File: config.mk
export PLATFORM = sky130hd
export DESIGN_NAME = seq_alu
export DESIGN_NICKNAME = d
export VERILOG_FILES = /design/src/rtl/seq_alu.sv
export SDC_FILE = /design/constraint.sdc
export NUM_CORES = 1
export LEC_CHECK = 0
export CAP_MARGIN = 20
export CORE_MARGIN = 5
export CORE_UTILIZATION = 55
export DETAILED_ROUTE_END_ITERATION = 16
export DONT_BUFFER_PORTS = 1
export PLACE_DENSITY = 0.7
export SLEW_MARGIN = 40
export SYNTH_ARGS = -nofsm -noshare
export SYNTH_HDL_FRONTEND = slang
export SYNTH_SLANG_ARGS = --single-unit
File: constraint.sdc
create_clock -name clock -period 5.1 [get_ports clock]
set_input_delay 1.02 -clock clock [delete_from_list [all_inputs] [get_ports clock]]
set_output_delay 1.02 -clock clock [all_outputs]
set_load 0.005 [all_outputs]
File: src/rtl/seq_alu.sv
// Registered ALU with start/done handshake and a bit-serial shifter.
// Single-cycle ops complete on the next cycle; shifts take one cycle per bit.
module seq_alu #(
    parameter int WIDTH      = 16,
    parameter bit SIGNED_SLT = 1'b0
) (
    input  logic             clock,
    input  logic             reset,
    input  logic             start,
    input  logic [2:0]       op_code,
    input  logic [WIDTH-1:0] a,
    input  logic [WIDTH-1:0] b,
    output logic             ready,
    output logic             done,
    output logic [WIDTH-1:0] s,
    output logic             carry,
    output logic             overflow,
    output logic             zero
);

    localparam int CW = $clog2(WIDTH + 1);
    localparam int M  = WIDTH - 1;

    typedef enum logic {IDLE, SHIFT} state_t;

    state_t           state, state_next;
    logic [WIDTH-1:0] sh;
    logic [WIDTH-1:0] sh_next;
    logic [CW-1:0]    cnt;
    logic [CW-1:0]    amt;
    logic             dir_right;
    logic             out_bit;
    logic             accept;
    logic             shift_go;
    logic [WIDTH:0]   sum;
    logic [WIDTH:0]   diff;
    logic             gt;
    logic [WIDTH-1:0] r_s;
    logic             r_c;
    logic             r_v;

    assign ready    = (state == IDLE);
    assign accept   = start & ready;
    assign shift_go = accept & op_code[2] & op_code[1] & (|a);
    assign amt      = (a >= WIDTH'(WIDTH)) ? CW'(WIDTH) : a[CW-1:0];

    always_ff @(posedge clock) begin
        if (reset) state <= IDLE;
        else       state <= state_next;
    end

    always_comb begin
        state_next = state;
        case (state)
            IDLE:    if (shift_go) state_next = SHIFT;
            SHIFT:   if (cnt == CW'(1)) state_next = IDLE;
            default: state_next = IDLE;
        endcase
    end

    always_comb begin
        sum  = {1'b0, a} + {1'b0, b};
        diff = {1'b0, b} - {1'b0, a};
        gt   = SIGNED_SLT ? ($signed(a) > $signed(b)) : (a > b);
        r_s  = '0;
        r_c  = 1'b0;
        r_v  = 1'b0;
        case (op_code)
            3'b010: begin
                r_s = sum[WIDTH-1:0];
                r_c = sum[WIDTH];
                r_v = (a[M] == b[M]) && (r_s[M] != a[M]);
            end
            3'b011: begin
                r_s = diff[WIDTH-1:0];
                r_c = diff[WIDTH];
                r_v = (b[M] != a[M]) && (r_s[M] != b[M]);
            end
            3'b100: r_s = a | b;
            3'b101: r_s[0] = gt;
            // only reached with a==0: shift by zero passes b through
            3'b110, 3'b111: r_s = b;
            default: r_s = '0;
        endcase
    end

    always_comb begin
        if (dir_right) begin
            sh_next = sh >> 1;
            out_bit = sh[0];
        end else begin
            sh_next = sh << 1;
            out_bit = sh[M];
        end
    end

    always_ff @(posedge clock) begin
        if (reset) begin
            done      <= 1'b0;
            s         <= '0;
            carry     <= 1'b0;
            overflow  <= 1'b0;
            zero      <= 1'b1;
            cnt       <= '0;
            sh        <= '0;
            dir_right <= 1'b0;
        end else begin
            done <= 1'b0;
            if (state == IDLE) begin
                if (shift_go) begin
                    sh        <= b;
                    cnt       <= amt;
                    dir_right <= op_code[0];
                end else if (accept) begin
                    s        <= r_s;
                    carry    <= r_c;
                    overflow <= r_v;
                    zero     <= (r_s == '0);
                    done     <= 1'b1;
                end
            end else begin
                sh  <= sh_next;
                cnt <= cnt - CW'(1);
                if (cnt == CW'(1)) begin
                    s        <= sh_next;
                    carry    <= out_bit;
                    overflow <= 1'b0;
                    zero     <= (sh_next == '0);
                    done     <= 1'b1;
                end
            end
        end
    end

endmodule

==> impl_metrics.ini, run 1 <==
[final_layout]
final_layout_size_suffix_gt1_share_pct = 9.47
final_util_pct = 57.7
fillers = 800
area_delta_synth_final_pct = 1.88
num-nets-final = 673
diodes = 0

[setup_path]
end_kind = flip-flop
reg2reg_depth = 10
critPathLaunchType = input port
cp_top_family = simple AND/OR/NAND/NOR gates
required_ns = 5.33
slowest_stage = a311oi_1
cp.arrival_ns = 3.66
crit-reg2reg-launch = cnt[2]
critPathMaxFanout = 14
crit_type = in -> reg
reg2reg_to = zero
crit_buf_inv = 1
rrSetupSlack_ns = 2.68
path_cells = inv_1, ha_1, nor4_2, o21ai_1, a311oi_1, nor4_1, a221oi_2, nand3_2, nor4_2, nand4_1, o31ai_2
max_stage_delay_ns = 0.51
crit_top_cell = nor4_2

[synth]
synth_area_leaders = dfxtp_1 (19%), ha_1 (14%), a21oi_1 (6.0%)
async_flop_share_pct = 0
synth_edf_count = 0
synth_nets = 701
yosysUniqueCellTypes = 78
netlist_instances = 608
yosysWarnings = 0
avgSynthCellArea_sq_um = 7.65
ys.flop_type = dfxtp_1
ys_ff_latch = 43
syn_area_sq_um = 4650
ys_seq_area_share_pct = 18.5
synth_top_area_share_pct = 18.5
yosysTopAreaCell = dfxtp_1

[global_route]
grt_max_degree = 45
antenna_found_initial = 0
grt_pass1_wl_mm = 24.5
grt_pass1_vias = 4450
grt_use_total_pct = 30.0
gr-total-overflow = 0

[detailed_routing]
via_per_inst = 6.88
antenna_left = 0
firstDrtPassIters = 6
num_vias = 4719
wl_mm = 15.6
drc = 0
wire_per_inst_um = 22.7
drt_iter0_markers = 536

[cts]
ctsResizeCount = 0
clock_latency_ns = 0.31
clk_pin_slew_ns = 0.10
ctsHtreeMaxLevel = 2
post_cts_buffers = 0
cts_tree = done
numCtsBuffers = 5
cts_hold_buf = 0
cts-root-buf = clkbuf_8
cts.sinks = 43
clockBufferDepth = 2

[place]
gp_congestion = 0.976
portBuffers = 0
preCtsSetupSlack_ns = 1.39
dp.final_hpwl_mm = 11.8

[sta]
skew_ns = 0.0126
slew_headroom_pct = 45.0
setup_violations = 0
hold_viol_final = 0
fin_crit_ns = 3.44
fin_ws_ns = 1.66
fmax_ghz = 0.291
worst_pin_slew_ns = 0.825
final_max_slew_viol_count = 0
post-route-period-util_pct = 67.4
rsz0062_at_grt = false
fin_setup_tns_ns = 0

[floorplan]
pin_count = 59
die_w_um = 102
core.rowCount = 33
die_y_um = 102
fp.dieArea_sq_um = 10400
coreArea_sq_um = 8220
initial_utilization_pct = 56.6

[run]
maxCapViolCount = 0

[power]
p_per_area_nw_per_um2 = 201
vdd.ir_drop.worst_uv = 142
leakage_uw = 0.00189

[worst_hold_path]
hold_end = sh[3]
hold_class = reg -> reg
whs_path_depth = 2
min_from = sh[3]

[run_status]
status = finished, final reports clean
-- area by class of cell --
cell class,count,area [sq um],area share [%]
multi-input cells,480,3450,72.8
flip-flops and latches,43,861,18.2
inverters,46,173,3.65
well taps,105,131,2.77
repair buffers,4,30.0,0.634
clock inverters,3,23.8,0.502
clock buffers,5,68.8,1.45
-- layout by cell type (no fill, tap or decap), types with 6 or more instances in the layout --
cell type  count
nand2_1       57
a21oi_1       56
ha_1          53
inv_1         45
nor2_1        43
dfxtp_1       43
o21ai_0       33
a22oi_1       23
mux2_2        16
nand3_1       13
nor2b_1       11
nor4_1        10
a211oi_1      10
a222oi_1       9
o211ai_1       9
nand4_1        8
xnor2_1        8
nor3_1         8
a21o_1         7
nand2b_1       7
o21a_1         6
-- worst reg2reg max path, stage by stage (launching register included) --
cell,delay [ns]
dfxtp_1,0.34
inv_1,0.08
nand2_1,0.10
nor4b_4,0.25
buf_4,0.28
o22ai_4,0.25
a221oi_1,0.34
nand4_1,0.18
nor4_2,0.19
nand4_1,0.14
o31ai_2,0.18
-- registers in the layout, indices dropped and copies added (netlist names) --
signal     count
carry          1
cnt            5
dir_right      1
done           1
overflow       1
s             16
sh            16
state          1
zero           1
-- power by group --
| group | switching (uW) | leakage (uW) | internal, uW | total [uW] |
|---|---|---|---|---|
| clock | 132 | 0.0000408 | 98.0 | 230 |
| combinational | 216 | 0.00150 | 135 | 352 |
| sequential | 18.0 | 0.000351 | 354 | 372 |
| total | 367 | 0.00189 | 587 | 954 |
-- cell families (layout without fill, tap and decap cells) --
group           count (synthesis)  after routing  share of synthesized area, %
fa+ha+maj                      55             55                          15.1
mux                            19             19                          4.52
buf+inv                        85             58                          7.75
flops                          43             43                          18.5
simple gates                  187            187                          20.9
xor+xnor                        9              9                          1.70
compound gates                210            210                          31.5
-- Yosys cell counts (3+ instances only) --
library cell and instances:
xnor2_1 8, mux2i_1 3, nand4_1 8, a22oi_1 23
ha_1 53, nand2_1 57, nand3_1 13, dfxtp_1 43
nand2b_1 7, a211o_1 3, nor2b_1 12, o21bai_1 4
a21o_1 7, clkbuf_1 23, mux2_2 16, and3_1 5
buf_2 8, o211ai_1 9, nor3_1 8, a31oi_1 4
inv_1 45, a221oi_1 4, nor4_1 10, o2111ai_1 3
or2_2 3, a311oi_1 4, o21a_1 6, nor3b_1 3
a211oi_1 10, a21oi_1 56, o21ai_0 33, buf_4 4
nor2_1 43, or4_4 4, o31ai_1 5, a222oi_1 9
-- routing by layer --
| layer | part of all wire [%] | vias to the layer above | GRT usage, % |
|---|---|---|---|
| met3 | 11 | 46 | 6.76 |
| met2 | 45 | 274 | 48.0 |
| met5 | 0 | - | 0 |
| met1 | 40 | 2208 | 39.3 |
| li1 | - | 2191 | - |
| met4 | 4.1 | 0 | 11.8 |
-- worst max path at each step --
stage / start / endpoint / depth (start not counted)
2_1_floorplan: b[0] / zero / 12
3_3_place_gp: a[9] / zero / 11
3_5_place_dp: a[9] / zero / 11
4_1_cts: a[9] / zero / 11
5_1_grt: a[9] / zero / 11
6_report: a[9] / zero / 11
-- per-stage QoR --
step,cells,total power [uW],hold slack (ns),instance area [sq um]
3_3_place_gp,678,718,0.452,4630
6_report,686,954,0.473,4740
3_5_place_dp,678,722,0.456,4640
5_1_grt,686,1000,0.491,4740
4_1_cts,686,946,0.471,4740
2_1_floorplan,608,654,0.441,4650
Note: power is estimated with default switching activity, not from simulation.
==> run 2: changes to the inputs <==
- clock period: 5.1 -> 3.2 ns (I/O delays scaled with it)
==> run 2 against run 1 <==
Net effect: sequential share of layout area down 0.81 points; via count up 0.49%; global-route usage down 0.55 points; final area up 4.6%; core utilization up 2.7 points; flip-flop and latch count unchanged; die area unchanged; setup slack worse by 1.4 ns; clock power up 87%; clock skew about the same; critical endpoint is now s[10].
==> impl_metrics.ini, run 2 (synthesis gave the netlist of run 1 again) <==
[cts]
clock_latency_ns = 0.30
ctsHtreeMaxLevel = 2
cts_tree = done
numCtsBuffers = 5
ctsResizeCount = 0
clk_pin_slew_ns = 0.09
cts_hold_buf = 0
post_cts_buffers = 0
clockBufferDepth = 2
cts-root-buf = clkbuf_8
cts.sinks = 43

[detailed_routing]
via_per_inst = 6.64
num_vias = 4742
drt_iter0_markers = 408
antenna_left = 0
wire_per_inst_um = 21.5
wl_mm = 15.4
firstDrtPassIters = 6
drc = 0

[setup_path]
critPathLaunchType = input port
slowest_stage = or4_4
crit_type = in -> reg
crit_top_cell = a21oi_1
cp.arrival_ns = 3.15
critPathMaxFanout = 4
end_kind = flip-flop
path_cells = inv_1, ha_1, fa_1, o21ba_1, or4_4, a31oi_2, a21oi_1, o311ai_1, a21oi_1, a222oi_1, nor2_1
max_stage_delay_ns = 0.46
required_ns = 3.38

[sta]
fin_setup_tns_ns = 0
fin_crit_ns = 2.97
post-route-period-util_pct = 92.8
final_max_slew_viol_count = 0
slew_headroom_pct = 63.8
fmax_ghz = 0.337
fin_ws_ns = 0.232
rsz0062_at_grt = false
skew_ns = 0.0130
worst_pin_slew_ns = 0.538
hold_viol_final = 0
setup_violations = 0

[global_route]
gr-total-overflow = 0
grt_use_total_pct = 29.5
use_met1_pct = 37.5
grt_max_degree = 45
antenna_found_initial = 0
busiest_layer = met2
grt_pass1_wl_mm = 23.9
met3_usage_pct = 6.69
grt_use_met2_pct = 47.9
grt_pass1_vias = 4560

[place]
gp_congestion = 0.977
portBuffers = 0
placed_cells = 706
preCtsSetupSlack_ns = -0.0489
dp.final_hpwl_mm = 12.1

[run]
maxCapViolCount = 0

[floorplan]
core.rowCount = 33
initial_utilization_pct = 56.6
pin_count = 59
die_y_um = 102
coreArea_sq_um = 8220
fp.dieArea_sq_um = 10400
die_w_um = 102

[final_layout]
reg.largest.list = s (16), sh (16), cnt (5)
register_area_sq_um = 861
final_util_pct = 60.3
area_delta_synth_final_pct = 6.62
final_common_cell = nand2_1
final_layout_size_suffix_gt1_share_pct = 13.5
num-nets-final = 701
finalNonFillerCells = 714
final_cell_mix = nand2_1 (57), a21oi_1 (56), ha_1 (53)
multi_input_area_sq_um = 3440
diodes = 0
fillers = 794

[power]
vdd.ir_drop.worst_uv = 186
leakage_uw = 0.00205
total_power_uw = 1620
p_per_area_nw_per_um2 = 326

[worst_hold_path]
hold_class = in -> reg

[run_status]
status = finished, final reports clean
## run 2: critical path: cells and delay by family
family | cells | cell delay [ns]
AO/OA/AOI/OAI | 6 | 1.35
adder cells (fa/ha/maj) | 2 | 0.60
AND/OR/NAND/NOR | 2 | 0.53
buffers and inverters | 1 | 0.03
## run 2: power breakdown
| part | switching [uW] | leakage, uW | internal, uW |
|---|---|---|---|
| logic | 351 | 0.00164 | 248 |
| clock network | 197 | 0.0000581 | 232 |
| registers | 25.8 | 0.000351 | 564 |
| total | 574 | 0.00205 | 1040 |
## run 2: through the flow
stage | hold slack [ns] | instance area, sq um
3_3_place_gp | 0.451 | 4840
5_1_grt | 0.386 | 4960
6_report | 0.394 | 4960
3_5_place_dp | 0.455 | 4840
4_1_cts | 0.394 | 4960
2_1_floorplan | 0.441 | 4650
## run 2: worst paths after layout
path / start / endpoint / slack, ns / cells past startpoint
max: b[0] / s[10] / 0.23 / 11
min: reset / cnt[2] / 0.39 / 1
max reg2reg: cnt[0] / zero / 0.90 / 9
min reg2reg: sh[8] / sh[8] / 0.47 / 2
## run 2: final cells by class
class | instances | share of cell area [%]
Clock buffer | 5 | 1.39
Timing Repair Buffer | 32 | 4.85
Inverter | 46 | 3.48
Sequential cell | 43 | 17.4
Multi-Input combinational cell | 480 | 69.4
Clock inverter | 3 | 0.883
Tap cell | 105 | 2.65
## run 2: metal layers
layer  wire length [um]  share of wire, %
met5                  0                 0
met4                638               4.1
met3               1450               9.4
met2               7150                46
met1               6140                40
==> run 3: changes to the inputs <==
- CELL_PAD_IN_SITES_DETAIL_PLACEMENT: not set -> 0
- CELL_PAD_IN_SITES_GLOBAL_PLACEMENT: not set -> 2
- CORE_UTILIZATION: 55 -> 38
- PLACE_DENSITY: 0.7 -> not set
- PLACE_DENSITY_LB_ADDON: not set -> 0.1
==> run 3 against run 2 <==
Net effect: sequential power about the same; final cell count up 9.1%; sequential share of layout area down 1.0 points; critical path depth is 2 higher; die area increased by 40%; clock skew decreased by 0.0081 ns; non-clock buffer count grew 23; critical path type unchanged; critical endpoint is now s[12]; largest cell class unchanged.
==> impl_metrics.ini, run 3 (synthesis gave the netlist of run 1 again) <==
[floorplan]
die_y_um = 121
coreArea_sq_um = 12000
fp.dieArea_sq_um = 14500
pin_count = 59
core.rowCount = 40
die_w_um = 121
initial_utilization_pct = 38.7

[cts]
cts_hold_buf = 0
clk_pin_slew_ns = 0.06
post_cts_buffers = 0
ctsHtreeMaxLevel = 2
numCtsBuffers = 5
ctsResizeCount = 0
clock_latency_ns = 0.29
cts_tree = done
cts-root-buf = clkbuf_16
clockBufferDepth = 2
cts.sinks = 43

[sta]
fmax_ghz = 0.332
rsz0062_at_grt = false
skew_ns = 0.00483
final_max_slew_viol_count = 0
slew_headroom_pct = 53.4
fin_crit_ns = 3.01
hold_viol_final = 0
worst_pin_slew_ns = 0.696
fin_setup_tns_ns = 0
whs_ns = 0.412
setup_violations = 0
post-route-period-util_pct = 94.0

[final_layout]
num-nets-final = 724
final_cell_mix = nand2_1 (57), a21oi_1 (56), buf_4 (55)
finalNonFillerCells = 779
diodes = 0
register_area_sq_um = 861
area_delta_synth_final_pct = 13.1
final_common_cell = nand2_1
stdcell_area_sq_um = 5260
final_layout_size_suffix_gt1_share_pct = 16.5
final_util_pct = 43.8
fillers = 1264
multi_input_area_sq_um = 3440
reg.largest.list = s (16), sh (16), cnt (5)

[run_status]
status = finished, final reports clean

[place]
portBuffers = 0
dp.final_hpwl_mm = 13.8
place_area_sq_um = 5070
placed_cells = 771
gp_congestion = 0.959

[power]
p_int_uw = 1290
p_sw_share_pct = 31.7
vdd.ir_drop.worst_uv = 253
p_per_area_nw_per_um2 = 360
leakage_uw = 0.00219
p_clk_share_pct = 34.6
p_switching_uw = 599
seq_power_share_pct = 31.3
p_comb_share_pct = 34.2

[global_route]
use_met1_pct = 31.3
grt_pass1_wl_mm = 27.4
grt_pass1_vias = 4760
grt_use_total_pct = 23.9
busiest_layer = met2
antenna_found_initial = 0
grt_max_degree = 45
gr-total-overflow = 0
met3_usage_pct = 4.44
grt_use_met2_pct = 40.1

[setup_path]
end_kind = flip-flop
crit-reg2reg-launch = cnt[2]
critPathLaunch = b[0]
crit_type = in -> reg
required_ns = 3.37
critPathLaunchType = input port
cp.arrival_ns = 3.18
rrSetupSlack_ns = 0.97
critPathMaxFanout = 4

[detailed_routing]
firstDrtPassIters = 6
wl_mm = 17.4
wire_per_inst_um = 22.3
drc = 0
antenna_left = 0
via_per_inst = 6.06
drt_iter0_markers = 423
num_vias = 4722

[run]
maxCapViolCount = 0

[worst_hold_path]
hold_class = in -> reg
min_from = reset
run 3: layout make-up:
class	instances	area share, %
clock inverter	2	1.14
inverter	46	3.28
timing repair buffer	55	7.85
multi-input combinational	480	65.4
tap	147	3.50
clock buffer	6	2.45
sequential	43	16.4
run 3: power by group through the flow:
stage / registers (uW) / clock network (uW) / logic, uW
5_1_grt: 595 / 690 / 712
4_1_cts: 592 / 663 / 642
3_5_place_dp: 604 / 0 / 638
6_report: 591 / 654 / 647
2_1_floorplan: 593 / 0 / 449
3_3_place_gp: 603 / 0 / 637
run 3: stage by stage:
step	power [uW]	worst slack, ns
finish	1890	0.191
global route	2000	0.0292
CTS	1900	0.227
detailed placement	1240	-0.0501
global placement	1240	0.0213
floorplan	1040	0.213
run 3: worst max-delay path, cell delays in order:
cell,delay (ns)
inv_1,0.03
ha_1,0.20
fa_1,0.39
o21ba_1,0.21
or4_4,0.46
a31oi_2,0.22
buf_4,0.16
nor3b_1,0.05
o21bai_1,0.15
a22oi_1,0.17
buf_4,0.17
a222oi_1,0.26
nor2_1,0.07
run 3: routing by layer:
layer,wire (um),share of wire [%],vias up
li1,-,-,2284
met1,7790,45,2265
met4,435,2.5,0
met2,8060,46,150
met3,1070,6.2,23
met5,0,0,-
run 3: worst paths after layout:
kind,end,cells past startpoint
hold reg to reg,sh[3],2
setup reg to reg,zero,10
hold / removal,cnt[0],1
setup / recovery,s[12],13
